--- src/rtl/pipe_stage_skid_reg.sv ---
//-----------------------------------------------------------------------------
// pipe_stage_skid_reg
//
// Purpose:
//   Two-entry in-order pipeline register between an execute-type stage and a
//   memory-type stage. A main entry drives the out_* bus. A skid entry absorbs
//   one extra instruction, so in_ready can be decoded from registered state
//   alone, with no combinational path from out_ready.
//
// Ports:
//   clk, rst        clock, asynchronous active-high reset
//   in_valid/ready  upstream handshake
//   in_ctrl         packed control (bit0 WB_en, bit1 MEM_R_EN, bit2 MEM_W_EN)
//   in_alu, in_st   ALU result and store value
//   in_dest         destination register index
//   flush           discard everything held (wins over freeze)
//   freeze          hold all state and hide both handshakes
//   out_valid/ready downstream handshake
//   out_ctrl/alu/st/dest  oldest held instruction (ctrl zeroed on bubbles)
//   occupancy       number of held entries, 0..2
//-----------------------------------------------------------------------------

// Invariant checker; kept apart from the datapath and bound in from the top.
module pipe_stage_skid_reg_chk #(
  parameter int CTRL_W = 3
) (
  input logic              clk,
  input logic              rst,
  input logic              freeze,
  input logic              in_ready,
  input logic              out_valid,
  input logic [CTRL_W-1:0] out_ctrl,
  input logic [1:0]        occupancy
);

  a_occ_range: assert property (@(posedge clk) disable iff (rst)
    occupancy != 2'd3);

  a_bubble_ctrl: assert property (@(posedge clk) disable iff (rst)
    !out_valid |-> (out_ctrl == {CTRL_W{1'b0}}));

  a_full_not_ready: assert property (@(posedge clk) disable iff (rst)
    (occupancy == 2'd2) |-> !in_ready);

  a_freeze_hides: assert property (@(posedge clk) disable iff (rst)
    freeze |-> (!in_ready && !out_valid));

  a_empty_not_valid: assert property (@(posedge clk) disable iff (rst)
    (occupancy == 2'd0) |-> !out_valid);

endmodule

module pipe_stage_skid_reg #(
  parameter int DATA_W = 32,
  parameter int DEST_W = 5,
  parameter int CTRL_W = 3
) (
  input  logic              clk,
  input  logic              rst,

  input  logic              in_valid,
  output logic              in_ready,
  input  logic [CTRL_W-1:0] in_ctrl,
  input  logic [DATA_W-1:0] in_alu,
  input  logic [DATA_W-1:0] in_st,
  input  logic [DEST_W-1:0] in_dest,

  input  logic              flush,
  input  logic              freeze,

  output logic              out_valid,
  input  logic              out_ready,
  output logic [CTRL_W-1:0] out_ctrl,
  output logic [DATA_W-1:0] out_alu,
  output logic [DATA_W-1:0] out_st,
  output logic [DEST_W-1:0] out_dest,

  output logic [1:0]        occupancy
);

  typedef enum logic [1:0] {
    ST_EMPTY = 2'd0,
    ST_ONE   = 2'd1,
    ST_TWO   = 2'd2
  } state_e;

  state_e state_q, state_d;

  logic [CTRL_W-1:0] main_ctrl_q, main_ctrl_d;
  logic [DATA_W-1:0] main_alu_q,  main_alu_d;
  logic [DATA_W-1:0] main_st_q,   main_st_d;
  logic [DEST_W-1:0] main_dest_q, main_dest_d;

  logic [CTRL_W-1:0] skid_ctrl_q, skid_ctrl_d;
  logic [DATA_W-1:0] skid_alu_q,  skid_alu_d;
  logic [DATA_W-1:0] skid_st_q,   skid_st_d;
  logic [DEST_W-1:0] skid_dest_q, skid_dest_d;

  logic tin;
  logic tout;

  // Handshakes depend only on registered state plus freeze/rst, never on
  // out_ready, so this stage breaks the ready path.
  assign in_ready  = !rst && !freeze && (state_q != ST_TWO);
  assign out_valid = (state_q != ST_EMPTY) && !freeze;

  assign tin  = in_valid && in_ready;
  assign tout = out_valid && out_ready;

  // Output bus: data fields always show the main entry (so they hold while
  // idle); ctrl is masked so a bubble can never write.
  always_comb begin
    out_alu  = main_alu_q;
    out_st   = main_st_q;
    out_dest = main_dest_q;
    if (out_valid) begin
      out_ctrl = main_ctrl_q;
    end else begin
      out_ctrl = {CTRL_W{1'b0}};
    end
  end

  // Occupancy decode from state.
  always_comb begin
    occupancy = 2'd0;
    case (state_q)
      ST_EMPTY: occupancy = 2'd0;
      ST_ONE:   occupancy = 2'd1;
      ST_TWO:   occupancy = 2'd2;
      default:  occupancy = 2'd0;
    endcase
  end

  // Next-state and entry update.
  always_comb begin
    state_d     = state_q;
    main_ctrl_d = main_ctrl_q;
    main_alu_d  = main_alu_q;
    main_st_d   = main_st_q;
    main_dest_d = main_dest_q;
    skid_ctrl_d = skid_ctrl_q;
    skid_alu_d  = skid_alu_q;
    skid_st_d   = skid_st_q;
    skid_dest_d = skid_dest_q;

    if (flush) begin
      // Flush beats freeze and any transfer. Data fields are left alone so
      // out_alu/out_st/out_dest keep their last value; only ctrl is cleared.
      state_d     = ST_EMPTY;
      main_ctrl_d = {CTRL_W{1'b0}};
      skid_ctrl_d = {CTRL_W{1'b0}};
    end else begin
      // Under freeze tin and tout are both 0, so every branch below holds.
      case (state_q)
        ST_EMPTY: begin
          if (tin) begin
            main_ctrl_d = in_ctrl;
            main_alu_d  = in_alu;
            main_st_d   = in_st;
            main_dest_d = in_dest;
            state_d     = ST_ONE;
          end else begin
            state_d     = ST_EMPTY;
          end
        end
        ST_ONE: begin
          if (tin && !tout) begin
            skid_ctrl_d = in_ctrl;
            skid_alu_d  = in_alu;
            skid_st_d   = in_st;
            skid_dest_d = in_dest;
            state_d     = ST_TWO;
          end else if (tout && !tin) begin
            state_d     = ST_EMPTY;
          end else if (tin && tout) begin
            // Pass-through: the new instruction replaces the departing one.
            main_ctrl_d = in_ctrl;
            main_alu_d  = in_alu;
            main_st_d   = in_st;
            main_dest_d = in_dest;
            state_d     = ST_ONE;
          end else begin
            state_d     = ST_ONE;
          end
        end
        ST_TWO: begin
          // in_ready is low here, so only a departure can happen.
          if (tout) begin
            main_ctrl_d = skid_ctrl_q;
            main_alu_d  = skid_alu_q;
            main_st_d   = skid_st_q;
            main_dest_d = skid_dest_q;
            state_d     = ST_ONE;
          end else begin
            state_d     = ST_TWO;
          end
        end
        default: begin
          state_d = ST_EMPTY;
        end
      endcase
    end
  end

  // State and entry registers; reset clears everything asynchronously.
  always_ff @(posedge clk or posedge rst) begin
    if (rst) begin
      state_q     <= ST_EMPTY;
      main_ctrl_q <= {CTRL_W{1'b0}};
      main_alu_q  <= {DATA_W{1'b0}};
      main_st_q   <= {DATA_W{1'b0}};
      main_dest_q <= {DEST_W{1'b0}};
      skid_ctrl_q <= {CTRL_W{1'b0}};
      skid_alu_q  <= {DATA_W{1'b0}};
      skid_st_q   <= {DATA_W{1'b0}};
      skid_dest_q <= {DEST_W{1'b0}};
    end else begin
      state_q     <= state_d;
      main_ctrl_q <= main_ctrl_d;
      main_alu_q  <= main_alu_d;
      main_st_q   <= main_st_d;
      main_dest_q <= main_dest_d;
      skid_ctrl_q <= skid_ctrl_d;
      skid_alu_q  <= skid_alu_d;
      skid_st_q   <= skid_st_d;
      skid_dest_q <= skid_dest_d;
    end
  end

  pipe_stage_skid_reg_chk #(
    .CTRL_W (CTRL_W)
  ) u_chk (
    .clk       (clk),
    .rst       (rst),
    .freeze    (freeze),
    .in_ready  (in_ready),
    .out_valid (out_valid),
    .out_ctrl  (out_ctrl),
    .occupancy (occupancy)
  );

endmodule

--- config.mk ---
export PLATFORM = sky130hd
export DESIGN_NAME = pipe_stage_skid_reg
export DESIGN_NICKNAME = d
export VERILOG_FILES = /design/src/rtl/pipe_stage_skid_reg.sv
export SDC_FILE = /design/constraint.sdc
export NUM_CORES = 1
export LEC_CHECK = 0
export ABC_CLOCK_PERIOD_IN_PS = 5130
export CORE_MARGIN = 2
export CORE_UTILIZATION = 27
export DETAILED_ROUTE_END_ITERATION = 8
export DONT_BUFFER_PORTS = 1
export GPL_TIMING_DRIVEN = 1
export PLACE_DENSITY = 0.43
export SYNTH_ARGS = -nofsm -noshare
export SYNTH_HDL_FRONTEND = slang
export SYNTH_SLANG_ARGS = --single-unit
export TNS_END_PERCENT = 20
--- constraint.sdc ---
create_clock -name clk -period 5.13 [get_ports clk]
set_input_delay 0.513 -clock clk [delete_from_list [all_inputs] [get_ports clk]]
set_output_delay 0.513 -clock clk [all_outputs]
set_load 0.005 [all_outputs]
==> summary.txt <==
Layout
  – # diodes: 0
  – Final Util: 31.24%
  – P&R area growth vs syn: 13.37%
  – NumNets Final: 508
  – Layout cell share with drive strength beyond 1: 54.25%
  – Fill count: 2342

Setup path
  – Critical path peak fanout: 69
  – R2r setup slk: 1.53 ns
  – Worst path depth: 10
  – CP endpoint kind: flop
  – CP top delay family: buffers and inverters
  – Critical path type: reg2reg
  – R2R cell count: 10
  – R2r endpoint: out_st[0]
  – Worst Setup Start Kind: flop
  – Buffer and inverter count on the worst path: 3
  – Critical path, cell by cell: inv_1 -> ha_1 -> nor3b_2 -> inv_1 -> ha_1 -> nor4b_1 -> a21boi_1 -> nor4_4 -> buf_4 -> mux2_2
  – Critical path arrival: 3.89 ns
  – CP required: between 5 and 6 ns
  – Reg2reg start: state_q[0]
  – CP max stage delay: ~0.82 ns
  – Slowest cell on the critical path: buf_4

Floorplan
  – Die W: between 150 and 200 microns
  – Height of the chip: 158.8 microns
  – Num ports: 154
  – Core area: 23470 sq um
  – Total die area: between 20000 and 30000 sq um
  – Initial Util: 27.55%
  – Row count: 56

Clock network
  – H-Tree Depth: 4
  – CTS tree: built
  – Setup bufs post-CTS: 0
  – Num CTS Buffers: 17
  – Sink Count: 146
  – Clock root cell: clkbuf_16
  – Worst skew pair latency: about 0.41 ns
  – Reg clk slew, reported paths: 0.06 ns
  – Hold buffers post-CTS: 0
  – Post-CTS sizing: 0
  – CTS Buffer Depth: 2

Routing
  – Vias per cell: 4.536
  – First drt pass iteration count: 4
  – Routed wire length: 13.88 mm
  – DR top layer: met4
  – Routed len/inst: 18.41 microns
  – Met3 wire length: 1.735 mm
  – WL met1: 5.727 mm
  – Final ANT Viol Nets: 0
  – Vias post-DR: 3420
  – DRC violations left: 0
  – 1st-iter DRT viols: 115
  – Met2 Wirelength: 6.302 mm

Logic synthesis
  – Most used DFF post-synth: dfrtp_1
  – Yosys top cell by area: dfrtp_1
  – Post-synthesis cell area: 6467 sq um
  – Net count after synthesis: around 510
  – Synthesized instance count: 429
  – Count leader, synth: mux2_2
  – Yosys warns: 0
  – Post-synthesis cell type count: 26
  – Seq/Total Area, Yosys: 56.49%
  – Post-synth top cells: 197 x mux2_2, 146 x dfrtp_1, 15 x clkbuf_1
  – Number of synthesized flops with an enable pin: 0
  – Top cell type's share of synthesized area: between 50 and 60%
  – Async S/R FF share, synth: 100.0%
  – Mean Syn Cell Area: about 15 sq um
  – Synth area leaders: dfrtp_1 56%, mux2_2 34%, mux2_1 1.7%
  – Yosys reg bits: between 100 and 150

STA
  – Final worst path period share: 70.20%
  – Final hold vios: 0
  – Rel. slew slack: 25.94%
  – Skew final: 0.01152 ns
  – Worst Tran Pin Value: about 1.1 ns
  – Final slew viol count: 0
  – Max Freq: 277.7 MHz
  – Setup tns final: 0 ns
  – Unrepaired setup endpoints after global routing: no
  – Crit path time final: 3.601 ns
  – Setup-failing EPs final: 0

Power
  – P_leak: between 0.003 and 0.004 uW
  – Maximum vdd ir drop: 0.0001733 V
  – PwrDens: about 420 nW/um^2

GRT
  – Initial antenna violation count: 0
  – Largest net degree at the start of global routing: just over 90
  – First-pass GRT wire length: 22.34 mm
  – Total gr overflow: 0
  – GR Util All Layers: 11.31%
  – Vias in the first global route: 3891

Placed design
  – RD Place Congestion: 0.7434
  – HPWL after DPL: 8.696 mm
  – PortBufs: 0

Hold path
  – Hold WC Path Type: in2async

Status
  – Status: completed

Run
  – Maxcap violations: 0
-- state kept, by name, indices dropped and copies added (netlist names) --
register / count
main_ctrl_q: 3
out_alu: 32
out_dest: 5
out_st: 32
skid_alu_q: 32
skid_ctrl_q: 3
skid_dest_q: 5
skid_st_q: 32
state_q: 2
-- metrics by stage --
stage | area [sq um] | total power [uW] | hold slack [ns] | setup WS, ns | std cells
2_1_floorplan | 6467 | 1829 | 0.4737 | 0.6940 | 429
3_3_place_gp | 6792 | 1925 | 0.4804 | 1.557 | 725
3_5_place_dp | 6792 | 1949 | 0.4873 | 1.438 | 725
4_1_cts | 7332 | 3138 | 0.1344 | 1.415 | 754
5_1_grt | 7332 | 3250 | 0.1361 | 1.220 | 754
6_report | 7332 | 3067 | 0.1321 | 1.529 | 754
-- kinds of logic after synthesis --
group                      Yosys count  share of synthesized area [%]
muxes                              210                          36.51
DFF                                146                          56.49
buffers and inverters               33                          2.225
and+or+nand+nor                     23                          2.438
AOI/OAI and AO/OA                   12                          1.374
adders and majority gates            5                         0.9673
-- worst max-delay path by stage --
stage,from,end,slack (ns)
floorplan,rst,main_ctrl_q[0],0.69
detailed placement,state_q[0],out_st[25],1.44
global placement,state_q[0],out_st[23],1.56
CTS,state_q[0],out_alu[3],1.42
global route,state_q[0],out_st[25],1.22
finish,state_q[0],out_st[0],1.53
-- metal layers --
metal / vias to the layer above / track usage (%)
met1: 1771 / 13.18
met5: - / 0
met4: 0 / 3.128
met2: 112 / 17.45
li1: 1529 / -
met3: 8 / 6.897
-- layout by cell type, fill, tap and decap left out, types with 4 or more instances in the layout --
cell type and n:
a211oi_1 4, clkbuf_16 17, clkinv_2 5, dfrtp_1 146
ha_1 4, inv_1 6, mux2_1 10, mux2_2 197
nand2_1 5, nor3_1 6
-- power by group --
group	switching, uW	internal (uW)
Clock	472	682
Combinational	114	213
Sequential	187	1400
-- final cells by class --
| class | instances | area [sq um] | share of cell area, % |
|---|---|---|---|
| sequential | 146 | 3654 | 49.83 |
| multi-input combinational | 250 | 2685 | 36.62 |
| clock buffer | 19 | 452.9 | 6.177 |
| tap | 319 | 399.1 | 5.444 |
| clock inverter | 10 | 87.58 | 1.195 |
| inverter | 7 | 31.28 | 0.4266 |
| timing repair buffer | 3 | 22.52 | 0.3072 |
Power figures use the tool's default switching activity.
